**src/rtl/arith_pkg.sv**
```systemverilog
// Shared definitions for the sequential arithmetic units.
// State codes and counter sizing used by seq_mult and the divider.
package arith_pkg;

   localparam logic [1:0] ST_IDLE = 2'b00;
   localparam logic [1:0] ST_OP   = 2'b01;
   localparam logic [1:0] ST_DONE = 2'b10;

   // Counter must hold the value w, so 2**cbit > w.
   function automatic int cbit_of(input int w);
      return $clog2(w) + 1;
   endfunction

endpackage

```
**src/rtl/seq_mult.sv**
```systemverilog
// Shift-and-add unsigned multiplier, one multiplier bit per clock.
// start/ready/done_tick handshake shared with the restoring divider.
module seq_mult
   import arith_pkg::*;
#(
   parameter int W    = 8,
   parameter int CBIT = cbit_of(W)
) (
   input  logic           clk,
   input  logic           reset_n,
   input  logic           start,
   input  logic [W-1:0]   mcnd,
   input  logic [W-1:0]   mplr,
   output logic           ready,
   output logic           done_tick,
   output logic [2*W-1:0] prod
);

   logic [1:0]      state_reg, state_next;
   logic [W-1:0]    a_reg, a_next;
   logic [W-1:0]    ph_reg, ph_next;
   logic [W-1:0]    pl_reg, pl_next;
   logic [CBIT-1:0] n_reg, n_next;
   logic [W:0]      sum;

   always_ff @(posedge clk) begin
      if (!reset_n)
         state_reg <= ST_IDLE;
      else
         state_reg <= state_next;
   end

   always_ff @(posedge clk) begin
      if (!reset_n) begin
         a_reg  <= '0;
         ph_reg <= '0;
         pl_reg <= '0;
         n_reg  <= '0;
      end else begin
         a_reg  <= a_next;
         ph_reg <= ph_next;
         pl_reg <= pl_next;
         n_reg  <= n_next;
      end
   end

   // Add-and-shift step; sum keeps the carry as bit W.
   always_comb begin
      sum     = {1'b0, ph_reg};
      a_next  = a_reg;
      ph_next = ph_reg;
      pl_next = pl_reg;
      n_next  = n_reg;
      if (pl_reg[0])
         sum = {1'b0, ph_reg} + {1'b0, a_reg};
      case (state_reg)
         ST_IDLE: begin
            if (start) begin
               a_next  = mcnd;
               ph_next = '0;
               pl_next = mplr;
               n_next  = CBIT'(W);
            end
         end
         ST_OP: begin
            {ph_next, pl_next} = {sum, pl_reg[W-1:1]};
            n_next = n_reg - CBIT'(1);
         end
         default: ;
      endcase
   end

   always_comb begin
      state_next = state_reg;
      case (state_reg)
         ST_IDLE: if (start) state_next = ST_OP;
         ST_OP:   if (n_next == '0) state_next = ST_DONE;
         ST_DONE: state_next = ST_IDLE;
         default: state_next = ST_IDLE;
      endcase
   end

   // Outputs forced to their idle values while reset is asserted.
   always_comb begin
      ready     = (state_reg == ST_IDLE) || !reset_n;
      done_tick = (state_reg == ST_DONE) && reset_n;
      prod      = reset_n ? {ph_reg, pl_reg} : '0;
   end

endmodule

```
**config.mk**
```make
export PLATFORM = sky130hd
export DESIGN_NAME = seq_mult
export DESIGN_NICKNAME = d
export VERILOG_FILES = /design/src/rtl/arith_pkg.sv /design/src/rtl/seq_mult.sv
export SDC_FILE = /design/constraint.sdc
export NUM_CORES = 1
export LEC_CHECK = 0
export ABC_CLOCK_PERIOD_IN_PS = 4500
export CAP_MARGIN = 20
export CELL_PAD_IN_SITES_DETAIL_PLACEMENT = 0
export CELL_PAD_IN_SITES_GLOBAL_PLACEMENT = 1
export CORE_AREA = 5 5 73 75
export DETAILED_ROUTE_END_ITERATION = 8
export DIE_AREA = 0 0 78 80
export PLACE_DENSITY = 0.79
export RECOVER_POWER = 100
export SLEW_MARGIN = 10
export SYNTH_ARGS = -nofsm -noshare
export SYNTH_HDL_FRONTEND = slang
export SYNTH_SLANG_ARGS = --single-unit
```
**constraint.sdc**
```tcl
create_clock -name clk -period 4.5 [get_ports clk]
set_input_delay 0.9 -clock clk [delete_from_list [all_inputs] [get_ports clk]]
set_output_delay 0.9 -clock clk [all_outputs]
set_load 0.03 [all_outputs]
```
==> key figures <==
Clock network
  • Clock slew at reported path FFs: 0.06 ns
  • Post-cts resize count: 0
  • Clock Tree Root: clkbuf_8
  • H-tree depth: 2
  • # hold bufs at CTS: 0
  • Setup Fix Bufs, Post-CTS: 0
  • TritonCTS sink count: 30
  • Clock latency on the worst-skew pair: about 0.28 ns
  • CTS Buffer Depth: 2
  • Number of buffers created by CTS: 5
  • TritonCTS clock tree: yes

Die
  • Core Rows: 25
  • Core area: 4598 sq um
  • Initial cell density of the core: 0.3820
  • Die area: between 6000 and 7000 sq um
  • IO Count: 37
  • Chip height: roughly 80 um
  • Die width: around 78 um

STA
  • Pin slew with the least headroom to its limit: between 1 and 1.5 ns
  • Final WS setup: around 0.84 ns
  • Max Freq: between 200 and 300 MHz
  • Clock skew: 0.007062 ns
  • Setup TNS: 0 ns
  • Slew Limit Fails: 0
  • Relative slew slack: 0.3008
  • Post-route clock period utilization: 0.8127
  • Final hold slack: 0.4735 ns
  • Final Critical Period: roughly 3.7 ns
  • Final hold vios: 0
  • Setup violators final: 0
  • RSZ-0062 raised after global routing: no

Yosys
  • Synthesized instance count: about 220
  • Yosys warns: 0
  • Seq cells post-synth: 30
  • Simple-gate area share of the yosys netlist: 0.2685
  • Cell Area, Synth: between 1500 and 2000 sq um
  • Yosys cell types: 39
  • Mean Syn Cell Area: 7.949 sq um
  • Synth Area in Adders: 0.07550
  • Top post-synthesis cells by area: dfxtp_1 34%, nand2_1 9.0%, and2_1 6.4%
  • Post-synthesis sequential area ratio: 0.3419
  • Top FF cell, synth: dfxtp_1
  • Post-synthesis mux area share: 0.02279
  • Compound-Gate Fraction of Synth Area: 0.2158
  • Yosys top cell area share: 0.3419
  • Largest family of logic cells by synthesized area: simple AND/OR/NAND/NOR gates
  • Post-Synth XOR/XNOR Area: 0.02493
  • Fraction of registers with async set/reset: 0
  • Yosys top cell by area: dfxtp_1
  • Synth top cells by count: 42 x nand2_1, 30 x dfxtp_1, 18 x and2_1
  • Syn nets: between 200 and 300
  • Post-synth EDFFs: 0
  • Most instantiated library cell after synthesis: nand2_1

Final layout
  • ANT cells: 0
  • Layout Area Growth over Synthesis: 24.93%
  • Core Util, Final: 0.4773
  • Nets: 281
  • Layout cell share with drive strength beyond 1: 0.02778
  • # fillers: ~480

Worst setup path
  • CP Capture Type: primary output
  • Top cell by count, worst path: dlygate4sd3_1
  • Buf/Inv on CP: 3
  • Crit path cell chain: dlygate4sd3_1 > buf_4 > and2_0 > dlygate4sd3_1
  • Slowest CP cell: dlygate4sd3_1
  • Worst-path maximum fanout: 47
  • Crit-path leading delay family: buffers and inverters
  • CP max stage delay: around 0.76 ns
  • Critical path class: input pin to primary output
  • Worst EP required: between 3 and 4 ns
  • Arrival time at the worst endpoint: between 2 and 3 ns
  • Worst Setup Start Kind: input pin

Place
  • Pre-CTS setup slack: 0.9795 ns
  • HPWL Detailed: 2.835 mm
  • RePlAce Congestion: just over 0.8
  • # port buffers: 36

Global routing
  • Antenna violations before repair: 0
  • GRT overflow: 0
  • GRT Total Usage: 0.1395
  • Vias in the first global route: between 1.5k and 2k
  • First-pass GRT wire length: roughly 7 mm
  • Pin count of the biggest net entering global routing: 48

Detailed routing
  • Total routed wirelength: 4.047 mm
  • Vias per cell: between 5 and 6
  • 1st-iter DRT viols: about 90
  • Total number of vias: around 1.6k
  • DR pass1 iterations: 4
  • DR DRC count: 0
  • Wire per inst: approximately 13 um
  • Antenna viol nets, final: 0

Job
  • Max-cap violations: 0

Power
  • PnR Total Power: about 0.78 mW
  • Pwr Density: 354.3 nW/um^2
  • Leakage: roughly 0.99 nW
  • Peak VDD IR: roughly 0.15 mV

Outcome
  • Status: finished, final reports clean

Min path
  • Hold/Removal Path Class: register to register
==> metal layers <==
layer / wire length (um) / part of all wire / track usage / vias up
met2: 1775 / 0.44 / 0.2270 / 30
met5: 0 / 0 / 0 / -
li1: - / - / - / 828
met1: 1998 / 0.49 / 0.1749 / 702
met3: 223 / 0.055 / 0.04176 / 5
met4: 50 / 0.012 / 0.04730 / 0
==> final timing paths <==
| kind | startpoint | cells after the start | endpoint | slack, ns |
|---|---|---|---|---|
| worst min-delay path | a_reg[4]$_SDFFE_PN0P_ | 2 | a_reg[4]$_SDFFE_PN0P_ | 0.47 |
| worst min register to register | a_reg[4]$_SDFFE_PN0P_ | 2 | a_reg[4]$_SDFFE_PN0P_ | 0.47 |
| worst max-delay path | reset_n | 4 | prod[0] | 0.84 |
| worst max register to register | state_reg[0]$_SDFFE_PN0P_ | 4 | state_reg[1]$_SDFFE_PN0P_ | 2.30 |
==> logic make-up (layout without fill, tap and decap cells) <==
group	after synthesis	in the layout
XOR/XNOR	5	5
AO/OA/AOI/OAI	54	54
AND/OR/NAND/NOR	98	98
multiplexers	4	4
flip-flops	30	30
adder cells (fa/ha/maj)	10	10
buffers and inverters	20	51
==> stage by stage <==
step	instance area, sq um	std cells
6_report	2195	306
3_3_place_gp	2133	299
5_1_grt	2195	306
4_1_cts	2210	306
2_1_floorplan	1757	221
3_5_place_dp	2133	299
==> power by group <==
group	total (mW)	internal, mW	switching, mW
Clock	0.202	0.106	0.0957
Sequential	0.339	0.301	0.0381
Combinational	0.237	0.101	0.135
Total	0.777	0.508	0.269
==> worst min-delay path: stages (launching register included) <==
cell	delay, ns
dfxtp_1	0.31
nand2_1	0.05
a21boi_0	0.06
==> cell type report <==
type / instances / area [sq um] / share of cell area
inverters: 6 / 22.52 / 0.01026
repair buffers: 38 / 371.6 / 0.1693
multi-input cells: 171 / 1056 / 0.4812
flip-flops and latches: 30 / 600.6 / 0.2737
clock buffers: 7 / 76.32 / 0.03478
well taps: 54 / 67.56 / 0.03079
==> layout by cell type, fill, tap and decap left out, types with 2 or more instances in the layout <==
| master | n |
|---|---|
| nand2_1 | 42 |
| dfxtp_1 | 30 |
| dlygate4sd3_1 | 20 |
| and2_1 | 16 |
| clkdlybuf4s50_1 | 16 |
| nand3_1 | 14 |
| o21ai_0 | 12 |
| nor2_1 | 9 |
| a21oi_1 | 9 |
| a21boi_0 | 9 |
| ha_1 | 9 |
| o211a_1 | 8 |
| inv_1 | 6 |
| nor2b_1 | 5 |
| clkbuf_8 | 5 |
| a31oi_1 | 4 |
| mux2i_1 | 4 |
| a22o_1 | 3 |
| xnor2_1 | 3 |
| clkbuf_1 | 3 |
| and2_0 | 2 |
| a21o_1 | 2 |
| nor3_1 | 2 |
| nand2b_1 | 2 |
| xor2_1 | 2 |
| o22ai_1 | 2 |
No activity file was read; power rests on OpenSTA's default activity.
